[config.mk]
export PLATFORM = sky130hd
export DESIGN_NAME = unidad_cortocircuito
export DESIGN_NICKNAME = d
export VERILOG_FILES = /design/src/rtl/unidad_cortocircuito.sv
export SDC_FILE = /design/constraint.sdc
export NUM_CORES = 1
export LEC_CHECK = 0
export ABC_CLOCK_PERIOD_IN_PS = 2100
export CAP_MARGIN = 20
export CORE_UTILIZATION = 30
export CTS_CLUSTER_SIZE = 12
export DETAILED_ROUTE_END_ITERATION = 8
export SLEW_MARGIN = 30
export SYNTH_ARGS = -nofsm -noshare
export SYNTH_HDL_FRONTEND = slang
export SYNTH_SLANG_ARGS = --single-unit
[constraint.sdc]
create_clock -name i_clk -period 2.1 [get_ports i_clk]
set_input_delay 0.315 -clock i_clk [delete_from_list [all_inputs] [get_ports i_clk]]
set_output_delay 0.315 -clock i_clk [all_outputs]
set_load 0.005 [all_outputs]
[src/rtl/unidad_cortocircuito.sv]
`default_nettype none
// ============================================================================
//  Module   : unidad_cortocircuito
//  Purpose  : Forwarding and load-use hazard unit for the 5-stage MIPS
//             pipeline. It keeps a shadow copy of the destination register,
//             write-enable and load flag of the instructions in EX and MEM.
//             From that copy it produces registered forwarding selects for
//             ALU operands A (rs) and B (rt). It also raises a one-cycle
//             stall on a load-use hazard and puts a bubble into its own
//             shadow pipeline.
//  Ports    : i_clk, i_reset (sync, active-high), i_step (advance enable),
//             i_flush (squash ID), i_id_* (ID-stage operand and destination
//             info), o_corto_register_A/B (001 = EX/MEM, 010 = MEM/WB,
//             000 = ID/EX), o_stall (combinational), o_stall_count (bubbles
//             inserted since reset).
//  Revision : 1.0 - initial release
// ============================================================================
module unidad_cortocircuito #(
   parameter int BITS_REGS          = 5,
   parameter int BITS_CORTOCIRCUITO = 3,
   parameter int BITS_COUNT         = 32
) (
   input  logic                          i_clk,
   input  logic                          i_reset,
   input  logic                          i_step,
   input  logic                          i_flush,
   input  logic [BITS_REGS-1:0]          i_id_rs,
   input  logic [BITS_REGS-1:0]          i_id_rt,
   input  logic                          i_id_uses_rs,
   input  logic                          i_id_uses_rt,
   input  logic [BITS_REGS-1:0]          i_id_rd,
   input  logic                          i_id_regwrite,
   input  logic                          i_id_memread,
   output logic [BITS_CORTOCIRCUITO-1:0] o_corto_register_A,
   output logic [BITS_CORTOCIRCUITO-1:0] o_corto_register_B,
   output logic                          o_stall,
   output logic [BITS_COUNT-1:0]         o_stall_count
);

   localparam logic [BITS_CORTOCIRCUITO-1:0] c_sel_idex  = BITS_CORTOCIRCUITO'(0);
   localparam logic [BITS_CORTOCIRCUITO-1:0] c_sel_exmem = BITS_CORTOCIRCUITO'(1);
   localparam logic [BITS_CORTOCIRCUITO-1:0] c_sel_memwb = BITS_CORTOCIRCUITO'(2);
   localparam logic [BITS_REGS-1:0]          c_reg_zero  = '0;
   localparam logic [BITS_COUNT-1:0]         c_count_one = BITS_COUNT'(1);

   // Shadow pipeline state
   logic [BITS_REGS-1:0]          ex_rd_q,  ex_rd_d;
   logic                          ex_regwrite_q, ex_regwrite_d;
   logic                          ex_memread_q,  ex_memread_d;
   logic [BITS_REGS-1:0]          mem_rd_q, mem_rd_d;
   logic                          mem_regwrite_q, mem_regwrite_d;
   logic [BITS_CORTOCIRCUITO-1:0] sel_a_q, sel_a_d;
   logic [BITS_CORTOCIRCUITO-1:0] sel_b_q, sel_b_d;
   logic [BITS_COUNT-1:0]         count_q, count_d;

   logic [BITS_CORTOCIRCUITO-1:0] w_sel_a;
   logic [BITS_CORTOCIRCUITO-1:0] w_sel_b;
   logic                          w_hazard;

   // Forwarding select for one operand. EX is checked first so the youngest
   // producer wins when both EX and MEM write the same register.
   function automatic logic [BITS_CORTOCIRCUITO-1:0] f_sel(
      input logic                 uses,
      input logic [BITS_REGS-1:0] src,
      input logic [BITS_REGS-1:0] ex_rd,
      input logic                 ex_we,
      input logic [BITS_REGS-1:0] mem_rd,
      input logic                 mem_we
   );
      f_sel = c_sel_idex;
      if (uses && ex_we && (ex_rd != c_reg_zero) && (ex_rd == src)) begin
         f_sel = c_sel_exmem;
      end else if (uses && mem_we && (mem_rd != c_reg_zero) && (mem_rd == src)) begin
         f_sel = c_sel_memwb;
      end
   endfunction

   always_comb begin
      w_sel_a  = f_sel(i_id_uses_rs, i_id_rs, ex_rd_q, ex_regwrite_q, mem_rd_q, mem_regwrite_q);
      w_sel_b  = f_sel(i_id_uses_rt, i_id_rt, ex_rd_q, ex_regwrite_q, mem_rd_q, mem_regwrite_q);
      // A load still in EX cannot be forwarded yet; its consumer waits a cycle
      w_hazard = ex_memread_q && (ex_rd_q != c_reg_zero) &&
                 ((i_id_uses_rs && (ex_rd_q == i_id_rs)) ||
                  (i_id_uses_rt && (ex_rd_q == i_id_rt)));
   end

   assign o_stall = w_hazard && i_step && !i_flush;

   always_comb begin
      ex_rd_d        = ex_rd_q;
      ex_regwrite_d  = ex_regwrite_q;
      ex_memread_d   = ex_memread_q;
      mem_rd_d       = mem_rd_q;
      mem_regwrite_d = mem_regwrite_q;
      sel_a_d        = sel_a_q;
      sel_b_d        = sel_b_q;
      count_d        = count_q;
      if (i_step) begin
         mem_rd_d       = ex_rd_q;
         mem_regwrite_d = ex_regwrite_q;
         if (i_flush || w_hazard) begin
            // Bubble: the ID instruction does not enter EX this cycle
            ex_rd_d       = c_reg_zero;
            ex_regwrite_d = 1'b0;
            ex_memread_d  = 1'b0;
            sel_a_d       = c_sel_idex;
            sel_b_d       = c_sel_idex;
            if (!i_flush) begin
               count_d = count_q + c_count_one;
            end
         end else begin
            ex_rd_d       = i_id_rd;
            ex_regwrite_d = i_id_regwrite;
            ex_memread_d  = i_id_memread;
            sel_a_d       = w_sel_a;
            sel_b_d       = w_sel_b;
         end
      end
   end

   always_ff @(posedge i_clk) begin
      if (i_reset) begin
         ex_rd_q        <= c_reg_zero;
         ex_regwrite_q  <= 1'b0;
         ex_memread_q   <= 1'b0;
         mem_rd_q       <= c_reg_zero;
         mem_regwrite_q <= 1'b0;
         sel_a_q        <= c_sel_idex;
         sel_b_q        <= c_sel_idex;
         count_q        <= '0;
      end else begin
         ex_rd_q        <= ex_rd_d;
         ex_regwrite_q  <= ex_regwrite_d;
         ex_memread_q   <= ex_memread_d;
         mem_rd_q       <= mem_rd_d;
         mem_regwrite_q <= mem_regwrite_d;
         sel_a_q        <= sel_a_d;
         sel_b_q        <= sel_b_d;
         count_q        <= count_d;
      end
   end

   assign o_corto_register_A = sel_a_q;
   assign o_corto_register_B = sel_b_q;
   assign o_stall_count      = count_q;

endmodule
`default_nettype wire

==> metrics.yaml <==
min_period_ns: 2.15
diodes: 0
drt_iter0_drc: 115
startpoint_type: "flip-flop"
netlist_instances: 333
die-area_um2: 9880
use_met2_pct: 27.7
violations: "setup timing"
crit_chain: "xor2_2, nor4_2, nand3_2, buf_6, buf_12, buf_4, a211oi_2, mux2_4"
vias_per_cell: 5.08
wirelength_mm: 8.35
layout.nets: 464
root_buffer: "clkbuf_8"
rsz0062_at_grt: "true"
fin_worst_skew_ns: 0.00551
outcome: "complete, but fails checks"
avgSynthCellArea_um2: 8.55
crit_required_ns: 2.30
wire_per_inst_um: 15.1
placed_cell_area_um2: 3850
slew_violations: 0
fin_ws_ns: -0.0453
clk_path_buf_depth: 2
final_antenna_net_count: 0
core_area_um2: 9200
ys_types: 38
hpwl_mm: 5.56
vias: 2805
grt_usage_pct: 16.3
peakVddDrop_mv: 0.290
place_inst: 532
drive_gt1_share_pct: 32.2
num_rows: 35
path_clk_slew_ns: 0.09
numCtsBuffers: 5
yosys.area.top_type: "dfxtp_1"
finalInstanceArea_um2: 4520
finalPower_mw: 1.87
synth_seq_cells: 49
tightest_slew_ns: 0.577
multi_input_area_um2: 2100
grt.overflow.total: 0
start_util_pct: 31.0
grt_util_met1_pct: 21.4
cts_tree: "yes"
met3_usage_pct: 3.02
cts.sinks: 49
finish.utilization_pct: 49.1
cpMaxStageDelayCell: "dfxtp_4"
holdBufCountCts: 0
grt_antenna_before_repair: 0
seq_area_um2: 1000
max_slew_margin_pct: 61.4
hold_violations: 0
grt_max_degree: 51
whs_ns: 0.449
hp-class: "primary input to flip-flop"
post-place-ws_ns: -0.487
synth_top_area_share_pct: 34.5
synth-seq-area-share_pct: 34.5
grt_pass1_vias: 2782
final-setup-viol-count: 5
period_share_pct: 102
crit_fanout: 8
clock_latency_ns: 0.30
nFillCells: 862
worstSetupPathType: "flip-flop to flip-flop"
maxCapViolations: 0
routabilityCongestion: 0.795
portBuffers: 59
instances_no_fill: 552
die_width_um: 99.4
yosysWarningCount: 0
dr.pass1.iters: 4
htree_num_levels: 2
max_clock_freq_mhz: 466
p_leak_nw: 1.66
tns_ns: -0.0993
ys_top_cells_by_area: "dfxtp_1 (34%), mux2_2 (9.9%), nor2_1 (6.2%), nor2b_1 (5.9%), xor2_1 (4.9%)"
drc: 0
worstPathArrival_ns: 2.34
end_kind: "flip-flop"
cpPeakStageDelay_ns: 0.38
synthToLayoutAreaGrowth_pct: 58.8
busiest_layer: "met2"
syn_area_um2: 2850
pin_count: 62
grt_pass1_wl_mm: 13.1
power-per-cell-area_nw_per_um2: 414
die_y_um: 99.4
==> layer usage <==
layer  wire (um)  part of all wire, %  vias to the layer above
met5           0                    0                        -
met4          97                  1.2                        0
met3         318                  3.8                       10
met2        4070                   49                       60
met1        3860                   46                     1354
li1            -                    -                     1381
==> critical path: cells and delay by family, from the launching register on <==
family                 cells  cell delay, ns
flip-flops                 1            0.38
buffers and inverters      3            0.46
AO/OA/AOI/OAI              1            0.25
XOR/XNOR                   1            0.15
multiplexers               1            0.32
AND/OR/NAND/NOR            2            0.49
==> final timing paths <==
path | from | to | slack [ns] | cells past startpoint
worst min register to register | o_corto_register_B[1] | o_corto_register_B[1] | 0.47 | 2
worst max register to register | ex_rd_q[3] | o_stall_count[17] | -0.05 | 8
worst min-delay path | i_reset | mem_rd_q[2] | 0.45 | 2
worst max-delay path | ex_rd_q[3] | o_stall_count[17] | -0.05 | 8
==> power by group <==
group | internal, mW | total [mW] | switching, mW
clock | 0.388 | 0.716 | 0.328
combinational | 0.107 | 0.210 | 0.102
sequential | 0.932 | 0.944 | 0.0112
==> layout by cell type, fill, tap and decap left out, types with 3 or more instances in the layout <==
cell type        instances
nand3_1                 11
buf_4                   48
a21oi_2                  5
dfxtp_4                  5
mux2i_1                  7
or4_1                    3
clkbuf_8                 6
xor2_1                  13
inv_1                    6
nor2b_1                 27
mux2_2                  19
nand3_2                  3
a211oi_2                 5
dlygate4sd2_1            6
nor4_2                   3
nor2_1                  47
a21oi_1                  6
nand2_1                 27
a2111oi_4               11
clkdlybuf4s50_1         51
a21oi_4                  4
buf_12                   4
dfxtp_1                 44
buf_6                    4
o21ai_0                  9
a211oi_1                 4
xor2_2                   3
xnor2_1                  4
mux2_4                  10
nand2b_1                 5
nor4_1                   3
nand4_1                 11
==> sequential cells by signal, summed over array words and instances, names as in the netlist <==
register and flops:
o_corto_register_B 2, mem_rd_q 5, ex_memread_q 1, o_corto_register_A 2, o_stall_count 32, mem_regwrite_q 1
ex_rd_q 5, ex_regwrite_q 1
==> layout make-up <==
cell class              count  area share (%)
clock buffers               6            1.83
multi-input cells         260            46.5
flip-flops and latches     49            22.1
well taps                 111            3.07
inverters                   6           0.498
clock inverters             2           0.831
repair buffers            118            25.1
==> synth_stat cells <==
cell       count
nand4_2        1
nor4_1         4
nand2_2        1
mux2i_1        7
o21ai_0        9
a2111oi_2      7
nand4_1       11
xnor2_1        4
nand3_2        2
conb_1         1
buf_1          2
buf_4          4
nand2b_1       5
nor2b_1       27
nor2_1        47
mux2_2        25
o21a_1         1
nand2_1       29
dfxtp_1       49
nor4_2         3
a21oi_1       15
nor3_1         2
a2111oi_0      4
nand3_1       12
mux2_1         6
clkbuf_1      10
inv_1          6
and3_1         2
a211oi_1       8
xor2_1        16
o2111ai_1      2
buf_2          3
a211oi_2       1
and2_1         1
and4_1         1
ha_1           1
or4_1          3
a211o_1        1
==> cells by family after synthesis <==
| kind of cell | after synthesis | share of synthesized area [%] |
|---|---|---|
| and+or+nand+nor | 151 | 27.3 |
| AOI/OAI and AO/OA | 48 | 12.9 |
| buffers and inverters | 25 | 3.96 |
| xor gates and xnor gates | 20 | 6.15 |
| adders and majority gates | 1 | 0.439 |
| other | 1 | 0.132 |
| muxes | 38 | 14.7 |
| DFF | 49 | 34.5 |
==> repair_timing <==
item | in CTS | in global routing
setup buffers | 7 | 3
pin swaps | 17 | 7
setup endpoints to repair | 19 | 37
resized for setup | 64 | 28
gates cloned | 1 | 2
Note: power is estimated with default switching activity, not from simulation.
